**src/rtl/spi_target_pkg.sv**
```systemverilog
// rtl/spi_target_pkg.sv - Shared register offsets, STATUS bit indices and frame state for spi_target
package spi_target_pkg;

    localparam logic [1:0] REG_DATA   = 2'd0;
    localparam logic [1:0] REG_STATUS = 2'd1;
    localparam logic [1:0] REG_FILL   = 2'd2;
    localparam logic [1:0] REG_IRQEN  = 2'd3;

    localparam int ST_RX_NONEMPTY = 0;
    localparam int ST_RX_FULL     = 1;
    localparam int ST_TX_EMPTY    = 2;
    localparam int ST_TX_FULL     = 3;
    localparam int ST_RXOVR       = 4;
    localparam int ST_TXUNDR      = 5;
    localparam int ST_CS_ACTIVE   = 6;
    localparam int ST_TXDROP      = 7;

    typedef enum logic {
        FRAME_IDLE,
        FRAME_ACTIVE
    } frame_state_t;

endpackage

```
**src/rtl/spi_target_byte_fifo.sv**
```systemverilog
// rtl/spi_target_byte_fifo.sv - Byte-wide FIFO; a push into a full FIFO is accepted when a pop happens in the same cycle
module byte_fifo #(
    parameter int DEPTH = 4
) (
    input  logic                       clk,
    input  logic                       rst,
    input  logic                       i_push,
    input  logic [7:0]                 i_din,
    input  logic                       i_pop,
    output logic [7:0]                 o_dout,
    output logic                       o_full,
    output logic                       o_empty,
    output logic [$clog2(DEPTH):0]     o_count
);

    localparam int AW = $clog2(DEPTH);
    localparam int CW = AW + 1;

    logic [7:0]    r_mem [DEPTH];
    logic [AW-1:0] r_wp;
    logic [AW-1:0] r_rp;
    logic [CW-1:0] r_count;
    logic          w_do_push;
    logic          w_do_pop;

    assign o_full    = (r_count == CW'(DEPTH));
    assign o_empty   = (r_count == '0);
    assign o_count   = r_count;
    assign o_dout    = r_mem[r_rp];
    assign w_do_pop  = i_pop & ~o_empty;
    assign w_do_push = i_push & (~o_full | w_do_pop);

    // Head is read combinationally, so overwriting the head slot on a full push+pop is safe.
    always_ff @(posedge clk) begin
        if (w_do_push) begin
            r_mem[r_wp] <= i_din;
        end
    end

    always_ff @(posedge clk or posedge rst) begin
        if (rst) begin
            r_wp    <= '0;
            r_rp    <= '0;
            r_count <= '0;
        end else begin
            if (w_do_push) begin
                r_wp <= r_wp + 1'b1;
            end
            if (w_do_pop) begin
                r_rp <= r_rp + 1'b1;
            end
            case ({w_do_push, w_do_pop})
                2'b10:   r_count <= r_count + 1'b1;
                2'b01:   r_count <= r_count - 1'b1;
                default: r_count <= r_count;
            endcase
        end
    end

endmodule

```
**src/rtl/spi_target.sv**
```systemverilog
// rtl/spi_target.sv - Mode-0 SPI target with RX/TX byte FIFOs behind a hub bus port
// Optional interrupt output and IRQ_EN register enabled by SPI_TARGET_IRQ_EN.
module spi_target
    import spi_target_pkg::*;
#(
    parameter logic [31:0] BASE_ADDR  = 32'h0000_5000,
    parameter int          FIFO_DEPTH = 4,
    parameter logic [7:0]  FILL_RESET = 8'hFF
) (
    input  logic        clk,
    input  logic        rst,
    input  logic [31:0] addr,
    input  logic [31:0] wdata,
    input  logic [3:0]  wmask,
    input  logic        wen,
    input  logic        ren,
    output logic [31:0] rdata,
    output logic        ready,
    output logic        active,
    input  logic        spi_sclk,
    input  logic        spi_cs_n,
    input  logic        spi_mosi,
    output logic        spi_miso,
    output logic        spi_miso_oe
`ifdef SPI_TARGET_IRQ_EN
    ,
    output logic        irq
`endif
);

    localparam int CW = $clog2(FIFO_DEPTH) + 1;

    logic [1:0]   r_sclk_sync, r_cs_sync, r_mosi_sync;
    logic         r_sclk_d, r_cs_d;
    logic         w_sclk_rise, w_sclk_fall, w_cs_fall, w_cs_rise, w_mosi;

    frame_state_t r_state, w_state_next;
    logic [2:0]   r_bitcnt;
    logic [7:0]   r_rx_sh, r_tx_sh;
    logic         r_reload;
    logic         w_load_tx, w_shift_rx, w_shift_tx, w_end_frame, w_byte_done;

    logic         w_rx_push, w_rx_pop, w_rx_full, w_rx_empty;
    logic         w_tx_push, w_tx_pop, w_tx_full, w_tx_empty;
    logic [7:0]   w_rx_din, w_rx_dout, w_tx_dout, w_tx_load_byte;
    logic [CW-1:0] w_rx_count, w_tx_count;

    logic [7:0]   r_fill;
    logic         r_rxovr, r_txundr, r_txdrop;
    logic         w_accept, w_wr, w_rd, w_w1c;
    logic [1:0]   w_off;
    logic [7:0]   w_status;
    logic [31:0]  w_rd_val;
    logic         w_unused;

    assign w_unused = ^{addr[1:0], wdata[31:8], wmask[3:1], w_rx_count, w_tx_count};

    // cs_n chain resets low so a master still holding cs_n low after reset is not seen as a new frame.
    always_ff @(posedge clk or posedge rst) begin
        if (rst) begin
            r_sclk_sync <= 2'b00;
            r_cs_sync   <= 2'b00;
            r_mosi_sync <= 2'b00;
            r_sclk_d    <= 1'b0;
            r_cs_d      <= 1'b0;
        end else begin
            r_sclk_sync <= {r_sclk_sync[0], spi_sclk};
            r_cs_sync   <= {r_cs_sync[0], spi_cs_n};
            r_mosi_sync <= {r_mosi_sync[0], spi_mosi};
            r_sclk_d    <= r_sclk_sync[1];
            r_cs_d      <= r_cs_sync[1];
        end
    end

    assign w_sclk_rise = r_sclk_sync[1] & ~r_sclk_d;
    assign w_sclk_fall = ~r_sclk_sync[1] & r_sclk_d;
    assign w_cs_fall   = ~r_cs_sync[1] & r_cs_d;
    assign w_cs_rise   = r_cs_sync[1] & ~r_cs_d;
    assign w_mosi      = r_mosi_sync[1];

    always_ff @(posedge clk or posedge rst) begin
        if (rst) begin
            r_state <= FRAME_IDLE;
        end else begin
            r_state <= w_state_next;
        end
    end

    // cs_n rise has priority over any sclk edge seen in the same cycle.
    always_comb begin
        w_state_next = r_state;
        w_load_tx    = 1'b0;
        w_shift_rx   = 1'b0;
        w_shift_tx   = 1'b0;
        w_end_frame  = 1'b0;
        case (r_state)
            FRAME_IDLE: begin
                if (w_cs_fall) begin
                    w_state_next = FRAME_ACTIVE;
                    w_load_tx    = 1'b1;
                end
            end
            FRAME_ACTIVE: begin
                if (w_cs_rise) begin
                    w_state_next = FRAME_IDLE;
                    w_end_frame  = 1'b1;
                end else if (w_sclk_rise) begin
                    w_shift_rx = 1'b1;
                end else if (w_sclk_fall) begin
                    w_load_tx  = r_reload;
                    w_shift_tx = ~r_reload;
                end
            end
            default: w_state_next = FRAME_IDLE;
        endcase
    end

    assign w_byte_done    = w_shift_rx & (r_bitcnt == 3'd7);
    assign w_rx_din       = {r_rx_sh[6:0], w_mosi};
    assign w_rx_push      = w_byte_done;
    assign w_tx_pop       = w_load_tx & ~w_tx_empty;
    assign w_tx_load_byte = w_tx_empty ? r_fill : w_tx_dout;

    always_ff @(posedge clk or posedge rst) begin
        if (rst) begin
            r_bitcnt    <= 3'd0;
            r_rx_sh     <= 8'h00;
            r_tx_sh     <= 8'h00;
            r_reload    <= 1'b0;
            spi_miso    <= 1'b0;
            spi_miso_oe <= 1'b0;
        end else if (w_end_frame) begin
            r_bitcnt    <= 3'd0;
            r_reload    <= 1'b0;
            spi_miso    <= 1'b0;
            spi_miso_oe <= 1'b0;
        end else if (w_load_tx) begin
            r_tx_sh     <= w_tx_load_byte;
            spi_miso    <= w_tx_load_byte[7];
            spi_miso_oe <= 1'b1;
            r_reload    <= 1'b0;
        end else if (w_shift_tx) begin
            r_tx_sh  <= {r_tx_sh[6:0], 1'b0};
            spi_miso <= r_tx_sh[6];
        end else if (w_shift_rx) begin
            r_rx_sh <= w_rx_din;
            if (w_byte_done) begin
                r_bitcnt <= 3'd0;
                r_reload <= 1'b1;
            end else begin
                r_bitcnt <= r_bitcnt + 3'd1;
            end
        end
    end

    byte_fifo #(.DEPTH(FIFO_DEPTH)) u_rx_fifo (
        .clk     (clk),
        .rst     (rst),
        .i_push  (w_rx_push),
        .i_din   (w_rx_din),
        .i_pop   (w_rx_pop),
        .o_dout  (w_rx_dout),
        .o_full  (w_rx_full),
        .o_empty (w_rx_empty),
        .o_count (w_rx_count)
    );

    byte_fifo #(.DEPTH(FIFO_DEPTH)) u_tx_fifo (
        .clk     (clk),
        .rst     (rst),
        .i_push  (w_tx_push),
        .i_din   (wdata[7:0]),
        .i_pop   (w_tx_pop),
        .o_dout  (w_tx_dout),
        .o_full  (w_tx_full),
        .o_empty (w_tx_empty),
        .o_count (w_tx_count)
    );

    assign active    = (addr[31:4] == BASE_ADDR[31:4]);
    assign w_off     = addr[3:2];
    assign w_accept  = (wen | ren) & active & ~ready;
    assign w_wr      = w_accept & wen;
    assign w_rd      = w_accept & ren;
    assign w_w1c     = w_wr & (w_off == REG_STATUS) & wmask[0];
    assign w_rx_pop  = w_rd & (w_off == REG_DATA) & ~w_rx_empty;
    assign w_tx_push = w_wr & (w_off == REG_DATA) & wmask[0];

    always_comb begin
        w_status                 = 8'h00;
        w_status[ST_RX_NONEMPTY] = ~w_rx_empty;
        w_status[ST_RX_FULL]     = w_rx_full;
        w_status[ST_TX_EMPTY]    = w_tx_empty;
        w_status[ST_TX_FULL]     = w_tx_full;
        w_status[ST_RXOVR]       = r_rxovr;
        w_status[ST_TXUNDR]      = r_txundr;
        w_status[ST_CS_ACTIVE]   = (r_state == FRAME_ACTIVE);
        w_status[ST_TXDROP]      = r_txdrop;
    end

`ifdef SPI_TARGET_IRQ_EN
    logic [2:0] r_irq_en;

    always_ff @(posedge clk or posedge rst) begin
        if (rst) begin
            r_irq_en <= 3'b000;
            irq      <= 1'b0;
        end else begin
            if (w_wr && (w_off == REG_IRQEN) && wmask[0]) begin
                r_irq_en <= wdata[2:0];
            end
            irq <= |(r_irq_en & {r_rxovr | r_txundr | r_txdrop, w_tx_empty, ~w_rx_empty});
        end
    end
`endif

    always_comb begin
        w_rd_val = 32'h0;
        case (w_off)
            REG_DATA:   w_rd_val[7:0] = w_rx_empty ? 8'h00 : w_rx_dout;
            REG_STATUS: w_rd_val[7:0] = w_status;
            REG_FILL:   w_rd_val[7:0] = r_fill;
            REG_IRQEN: begin
`ifdef SPI_TARGET_IRQ_EN
                w_rd_val[2:0] = r_irq_en;
`endif
            end
            default:    w_rd_val = 32'h0;
        endcase
    end

    // Sticky flags: a set in the same cycle as a W1C wins.
    always_ff @(posedge clk or posedge rst) begin
        if (rst) begin
            rdata    <= 32'h0;
            ready    <= 1'b0;
            r_fill   <= FILL_RESET;
            r_rxovr  <= 1'b0;
            r_txundr <= 1'b0;
            r_txdrop <= 1'b0;
        end else begin
            ready <= w_accept;
            rdata <= w_rd ? w_rd_val : 32'h0;
            if (w_wr && (w_off == REG_FILL) && wmask[0]) begin
                r_fill <= wdata[7:0];
            end
            r_rxovr  <= (w_rx_push & w_rx_full & ~w_rx_pop)
                        | (r_rxovr & ~(w_w1c & wdata[ST_RXOVR]));
            r_txundr <= (w_load_tx & w_tx_empty)
                        | (r_txundr & ~(w_w1c & wdata[ST_TXUNDR]));
            r_txdrop <= (w_tx_push & w_tx_full & ~w_tx_pop)
                        | (r_txdrop & ~(w_w1c & wdata[ST_TXDROP]));
        end
    end

endmodule

```
**config.mk**
```make
export PLATFORM = sky130hd
export DESIGN_NAME = spi_target
export DESIGN_NICKNAME = d
export VERILOG_FILES = /design/src/rtl/spi_target_pkg.sv /design/src/rtl/spi_target_byte_fifo.sv /design/src/rtl/spi_target.sv
export SDC_FILE = /design/constraint.sdc
export NUM_CORES = 1
export LEC_CHECK = 0
export BUFFER_PORTS_ARGS = -buffer_cell sky130_fd_sc_hd__buf_2
export CAP_MARGIN = 20
export CORE_ASPECT_RATIO = 0.5
export CORE_UTILIZATION = 30
export CTS_CLUSTER_DIAMETER = 50
export DETAILED_ROUTE_END_ITERATION = 16
export PLACE_DENSITY_LB_ADDON = 0.2
export SYNTH_ARGS = -nofsm -noshare
export SYNTH_HDL_FRONTEND = slang
export SYNTH_HIERARCHICAL = 1
export SYNTH_SLANG_ARGS = --single-unit
```
**constraint.sdc**
```tcl
create_clock -name clk -period 7.9 [get_ports clk]
set_clock_uncertainty 0.15 [all_clocks]
set_input_delay 0.79 -clock clk [delete_from_list [all_inputs] [get_ports clk]]
set_output_delay 0.79 -clock clk [all_outputs]
set_load 0.05 [all_outputs]
```
==> results.md, run 1 <==
Timing:
- The hold violation count in the final report is 0.
- The fmax is 306 MHz.
- The clock period minus final worst setup slack is 3260 ps.
- Setup violations remaining at the end of the flow were counted as 0.
- The headroom to the max-slew limit is 48.7%.
- The worst path meets setup with 4640 ps of slack.
- Setup repair after global routing left no endpoint under its margin.
- The period utilization is 41.3%.
- The max-slew violation total from the final report is 0.
- The final total negative setup slack is 0 ps.
- The transition time of the tightest slew-check pin is 766 ps.

CTS:
- The hold buffer count at CTS is 0.
- The clock-pin slew on the worst setup and hold paths is 60 ps.
- The number of setup buffers added after CTS is 0.
- After clock tree synthesis, the repair step resized 0 gates.
- At the later pin of the worst-skew pair, clock insertion delay measures 410 ps.
- TritonCTS built the clock tree.
- The maximum clock insertion buffer count is 2.
- Clock tree synthesis inserted a total of 17 buffers.
- CTS placed an instance of clkbuf_16 at the clock tree root.
- CTS built an H-tree with a depth of 4.
- The sink count of the clock tree is 127.

Logic synthesis:
- In this run, synthesis inferred 64 flip-flops with an integrated enable.
- The synthesized-area fraction occupied by and/or/nand/nor cells is 11.6%.
- The dominant combinational cell family by area after synthesis is simple AND/OR/NAND/NOR gates.
- The dominant synthesized flop cell is edfxtp_1.
- The count of synthesis-stage warnings from yosys is 6.
- Counting distinct cell types in the post-synthesis netlist gives 59.
- The most frequent cell after synthesis is edfxtp_1.
- After synthesis, flip-flops and latches occupy 61.1% of the total area.
- The post-synthesis average cell area is 13.7 um2.
- In the synthesized netlist, the number of instances is 420.
- The compound-gate portion of the synthesized area is 6.72%.
- The synthesized cell area is 0.00574 mm2.
- The mux contribution to synthesized area is 10.1%.
- After synthesis, the share of flip-flops with an asynchronous set or reset is 49.6%.
- After synthesis, the cell types taking the most area are edfxtp_1 (33%), dfrtp_1 (24%), mux4_2 (6.3%).
- The arithmetic-cell share of the synthesized area counting full adders, half adders and majority gates is 3.10%.
- The library cell with the largest summed area after synthesis is edfxtp_1.
- The share of Yosys cell area claimed by the top area cell type is 33.5%.
- The xor/xnor share of the synthesized area is 1.68%.
- In this run, synthesis produced a sequential element count of 127.
- The commonest cells after synthesis are edfxtp_1 (64), dfrtp_1 (55), nand2_1 (43), buf_4 (24), inv_1 (19).

Power and ir drop:
- For this design the ratio of total power to cell area is 283 mW/mm2.
- Of the total power, the clock network draws 45.4%.
- The worst IR drop on VDD is 0.134 mV.
- The proportion of total power due to net switching is 25.0%.
- The leakage component of the power is 2.78 nW.
- The switching power is 487 uW.
- Combinational logic burns 12.6% of the power.
- The cell internal power dissipation is 1.46 mW.
- The sequential share of power is 42.0%.

GRT:
- The initial antenna violation count is 0.
- Global routing consumed, over all layers together, 12.9% of the routing resources.
- The first global-routing pass estimated 18900 um of wire.
- The total congestion overflow is 0.
- The pin count of the biggest net entering global routing is 50.
- The via count of the first global-routing pass came to 3485.

Worst setup path:
- The worst register-to-register path begins at r_cs_sync[1].
- At the worst endpoint, the arrival time is 3400 ps.
- The kind of end point of the critical path is a flip-flop.
- Data on the critical path is required at its endpoint by 8040 ps.
- The startpoint kind of the worst setup timing path is a primary input.
- The capturing instance or port of the critical path is u_rx_fifo/o_count[2].
- The largest fanout of any net on the critical path is 11.
- Measured in cells, the most critical reg-to-reg path has a length of 8.
- The category of the critical setup timing path is in -> reg.
- The endpoint identified for the worst register-to-register timing path is u_rx_fifo/o_count[2].
- The critical path starts at addr[5].
- Across all register-to-register paths, the minimum setup slack is 4640 ps.

Place:
- The congestion estimate from routability-driven global placement came to 0.738.
- Prior to clock tree synthesis, the placed netlist has a worst setup slack of 4220 ps.
- The total half-perimeter wirelength after legalization and detailed placement is 8000 um.
- The number of input and output port buffers inserted is 57.

Layout:
- Of the cells placed in the final design, the portion with a size suffix greater than 1 is 30.8%.
- The number of antenna diodes is 0.
- The layout overhead on the synthesized area is 20.1%.
- After the last flow step, the layout net total stands at 572.
- The total of fill cells in the finished design is 1792.

Route:
- The count of vias placed by the detailed router is 3388.
- The first-pass iteration count of the detailed router is 5.
- The final routed wire length divided by cell count is 15.5 um.
- The antenna violation net count after detailed routing is 0.
- The initial detailed-routing violation count is 127.
- The via-per-instance ratio is 4.48.
- The routed design has 11700 um of wire.
- The total DRC errors in the routed layout is 0.

Die:
- The I/O pin count is 111.
- The vertical die dimension is 99.8 um.
- The die outline area is 0.0197 mm2.
- The core area is 0.0186 mm2.
- The number of core rows is 35.
- For this configuration, the core starts out at a cell density of 30.9%.
- The floorplan step set the die width to 198 um.

Hold path:
- The worst hold-check path type is in -> async.

Status:
- The run finished with clean final reports.

Run:
- The tool flagged a number of max-cap violations equal to 0.
-- layout make-up --
cell class                 instances  area [um2]  area share, %
tap                              259         324           4.70
multi-input combinational        258        2000           29.1
sequential                       127        3510           50.9
inverter                          19        71.3           1.04
timing repair buffer              61         315           4.58
clock buffer                      18         429           6.23
clock inverter                    14         239           3.47
-- stage by stage --
step           instance area, um2  cells  util (%)  hold slack [ps]  power [mW]
2_1_floorplan                5820    443         -              181        1.02
3_3_place_gp                 6220    724      33.5              183        1.08
3_5_place_dp                 6220    724      33.5              189        1.08
4_1_cts                      6890    756      37.1              186        1.97
5_1_grt                      6890    756      37.1              197        2.03
6_report                     6890    756      37.1              190        1.95
-- power by group through the flow --
stage                     clock network (mW)  logic [mW]  registers [mW]
final                                  0.885       0.246           0.818
after floorplan                            0       0.210           0.808
after CTS                              0.900       0.250           0.821
after detailed placement                   0       0.249           0.832
after global placement                     0       0.246           0.832
after global routing                   0.934       0.272           0.829
-- cells in the final DEF (no fill, tap or decap), drive strengths merged, types with 3 or more instances in the layout --
cell and n:
edfxtp 64, buf 61, dfrtp 55, nand2 43, conb 24, inv 20, clkbuf 18, nor2 17
mux2 17, mux4 16, and2 15, a22oi 13, o21ai 12, ha 11, nor4 9, nand3 8
dfstp 8, a21oi 7, xnor2 7, bufinv 6, clkinv 6, nand3b 4, o31ai 4, xor2 4
o21a 4, nand2b 3, nor2b 3, nor3 3
-- worst max-delay path, cell delays in order --
cell	delay (ps)
buf_2	100
nor4_1	340
nand4_2	340
nor4_2	360
buf_4	230
nand2b_1	100
or2_2	300
fa_1	380
nand2b_1	170
o211ai_1	190
nand3_1	90
-- cells by family (layout without fill, tap and decap cells) --
group	after synthesis	in the layout
simple gates	121	121
xor+xnor	11	11
compound gates	54	54
mux	35	35
other cells	1	24
fa+ha+maj	13	13
buf+inv	58	112
flops	127	127
-- layer usage --
layer  part of all wire [%]  track usage (%)
met1                     48             16.9
met2                     47             20.4
met3                    2.6             3.73
met4                    1.4             4.77
met5                      0                0
-- flip-flops by register name, summed over array words and instances (netlist names), 2 cells and up --
register           count
r_bitcnt               3
r_cs_sync              2
r_fill                 8
r_mosi_sync            2
r_rx_sh                7
r_sclk_sync            2
r_tx_sh                7
rdata                  8
u_rx_fifo/o_count      3
u_rx_fifo/r_mem       32
u_rx_fifo/r_rp         2
u_rx_fifo/r_wp         2
u_tx_fifo/o_count      3
u_tx_fifo/r_mem       32
u_tx_fifo/r_rp         2
u_tx_fifo/r_wp         2
-- how the worst min path moves through the flow --
stage                       from           endpoint  slack (ps)
floorplan           r_cs_sync[0]       r_cs_sync[1]         180
global placement    r_cs_sync[0]       r_cs_sync[1]         180
detailed placement  r_cs_sync[0]       r_cs_sync[1]         190
CTS                          rst  u_rx_fifo/r_wp[0]         190
global route                 rst  u_rx_fifo/r_wp[1]         200
finish                       rst  u_rx_fifo/r_wp[0]         190
Power figures use the tool's default switching activity.
==> inputs of run 2 (changes only) <==
- clock period: 7.9 -> 2.8 ns (I/O delays scaled with it)
==> run 2 against run 1 <==
  * Hold slack got worse by 160 ps
  * Design area grew 2.9%
  * Via count rose by 3.0%
  * Highest routed layer unchanged
  * Combinational power rose to 3.0 times the previous value
==> results.md, run 2 (synthesized netlist as in run 1, its figures left out) <==
Worst setup path:
- The startpoint kind of the worst setup timing path is a flip-flop.
- For flop-to-flop paths, the worst setup slack is 200 ps.
- The largest fanout of any net on the critical path is 7.
- The category of the critical setup timing path is reg -> reg.
- The kind of end point of the critical path is a flip-flop.
- Data on the critical path is required at its endpoint by 2940 ps.
- The data arrival time of the critical path is 2740 ps.

Die:
- The vertical die dimension is 99.8 um.
- The effective utilization at floorplan is 30.9%.
- The core area is 0.0186 mm2.
- For this design the top-level I/O count stands at 111.
- The number of core rows is 35.
- The floorplan die width is 198 um.
- The die outline area is 0.0197 mm2.

GRT:
- For this run, the total global-route usage over all layers was measured as 13.4%.
- The met1 global-route usage is 17.8%.
- The routing usage on met2 is 21.7%.
- Entering global routing, the biggest net connects 23 pins.
- The initial antenna violation count is 0.
- The first global-routing pass estimated 19600 um of wire.
- The global routing stage identified its most utilized layer as met2.
- The routing usage on met3 is 3.13%.
- The via count of the first global-routing pass is 3634.
- Summed over all layers, the global routing overflow is 0.

Power and ir drop:
- The power per unit of standard cell area is 739 mW/mm2.
- The leakage component of the power is 2.88 nW.
- IR analysis of the VDD net gives a maximum drop of 0.433 mV.

Timing:
- The hold violation count in the final report came to 0.
- The count of final setup violators is 0.
- The smallest clock period supported by the final layout is computed as 2600 ps.
- The transition time of the tightest slew-check pin is 623 ps.
- The headroom to the max-slew limit is 58.5%.
- After layout, the worst setup slack is 200 ps.
- The max-slew violation total from the final report came to 0.
- The period utilization is 92.9%.
- The fmax is 385 MHz.
- Setup repair after global routing left no endpoint under its margin.

Route:
- Summed over all layers, the routed wires come to 12200 um.
- The detail route stage leaves a number of antenna-violating nets equal to 0.
- For this run, design rule violations remaining after detail routing come to 0.
- The final routed wire length divided by cell count is 15.5 um.
- The count of vias placed by the detailed router is 3490.
- The first routing iteration left 192 violations.
- The via-per-instance ratio is 4.43.
- Before antenna repair, the detailed router went through 4 iterations.

Place:
- The total half-perimeter wirelength after legalization and detailed placement is 8500 um.
- At the placement stage, the worst setup path has a slack of -7.62 ps.
- During placement, the flow inserted port buffers numbering 57.
- The cell total after placement is 743.
- At the end of routability-driven placement, the weighted congestion stood at 0.747.

Status:
- The flow ran to the end, and the final reports show no timing, DRC or antenna violations.

CTS:
- The number of CTS-inserted buffers is 17.
- The root buffer cell is clkbuf_16.
- Post-CTS timing repair inserted 0 buffers for setup.
- After clock tree synthesis, the clock-pin slew on the worst setup and hold paths is 60 ps.
- The clock reaches the later pin of the worst-skew pair after 410 ps.
- The H-tree level count is 4.
- The TritonCTS clock tree is done.
- The maximum clock insertion buffer count is 2.
- The sink count of the clock tree is 127.

Layout:
- The final layout net count is 603.
- The layout overhead on the synthesized area is 23.5%.
- The finished layout holds 787 standard cells, fillers aside.
- The library cell used most frequently in the layout, excluding fill and tap cells, is edfxtp_1.
- The largest registers in the layout are u_rx_fifo/r_mem (32), u_tx_fifo/r_mem (32).
- Leaving out fill and tap cells, the most frequent cells in the layout are edfxtp_1 (64), buf_2 (57), dfrtp_1 (55).
- The ratio of cells with drive above 1 in the final layout is 33.5%.
- The number of antenna diodes is 0.
- For this run, the share of the core covered by cells in the final layout is 38.2%.

Run:
- The tool flagged a number of max-cap violations equal to 0.

Hold path:
- The worst hold path belongs to the class in -> reg.
-- run 2: changes by cell type in the layout (fill, tap and decap cells not counted), moves of 2 or more --
cell / delta
buf_4: +19
bufinv_16: -4
clkinvlp_4: +2
dlygate4sd3_1: +12
inv_6: +2
-- run 2: final timing paths --
path                                      startpoint                    to  cells past startpoint
worst max-delay path            u_rx_fifo/o_count[0]  u_rx_fifo/o_count[1]                      9
worst min-delay path                             wen                 ready                      3
worst max register to register  u_rx_fifo/o_count[0]  u_rx_fifo/o_count[1]                      9
worst min register to register        r_sclk_sync[0]        r_sclk_sync[1]                      0
max in group asynchronous                        rst             r_fill[6]                      4
min in group asynchronous                        rst  u_tx_fifo/o_count[1]                      3
-- run 2: timing repair --
item	4_1_cts	5_1_grt
hold buffers	12	0
gates resized for setup	0	3
setup endpoints to repair	0	1
endpoints found under the hold margin	60	0
-- run 2: layout make-up --
type	instances	area (um2)
Timing Repair Buffer	92	578
Clock buffer	17	425
Fill cell	1793	11500
Tap cell	259	324
Clock inverter	15	161
Inverter	19	71.3
Sequential cell	127	3510
Multi-Input combinational cell	258	2020
-- run 2: worst max-delay path, stage by stage (launching register included) --
cell and delay (ps):
dfrtp_1 450, nor3_1 100, or3_1 330, nor4_2 210, nand2b_1 120, or2_2 290
fa_1 520, inv_1 50, o21ai_0 170, o31ai_1 90
-- run 2: per-layer routing --
metal	vias up	wire length (um)
met4	0	79
li1	1670	-
met1	1772	5970
met5	-	0
met2	39	5920
met3	9	257
-- run 2: stage by stage --
| step | power (mW) | hold WS [ps] | area, um2 | setup TNS, ps |
|---|---|---|---|---|
| finish | 5.24 | 26.5 | 7090 | 0 |
| floorplan | 2.87 | -66.6 | 5830 | 0 |
| global placement | 3.07 | 120 | 6360 | 0 |
| CTS | 5.30 | 0.469 | 7070 | 0 |
| detailed placement | 3.08 | 115 | 6360 | -7.62 |
| global route | 5.48 | 16.4 | 7090 | 0 |
-- run 2: where the power goes --
part	internal (mW)	switching, mW	leakage, nW
Sequential	2.13	0.184	1.35
Clock	1.32	0.867	0.278
Combinational	0.351	0.382	1.26
Total	3.80	1.43	2.88
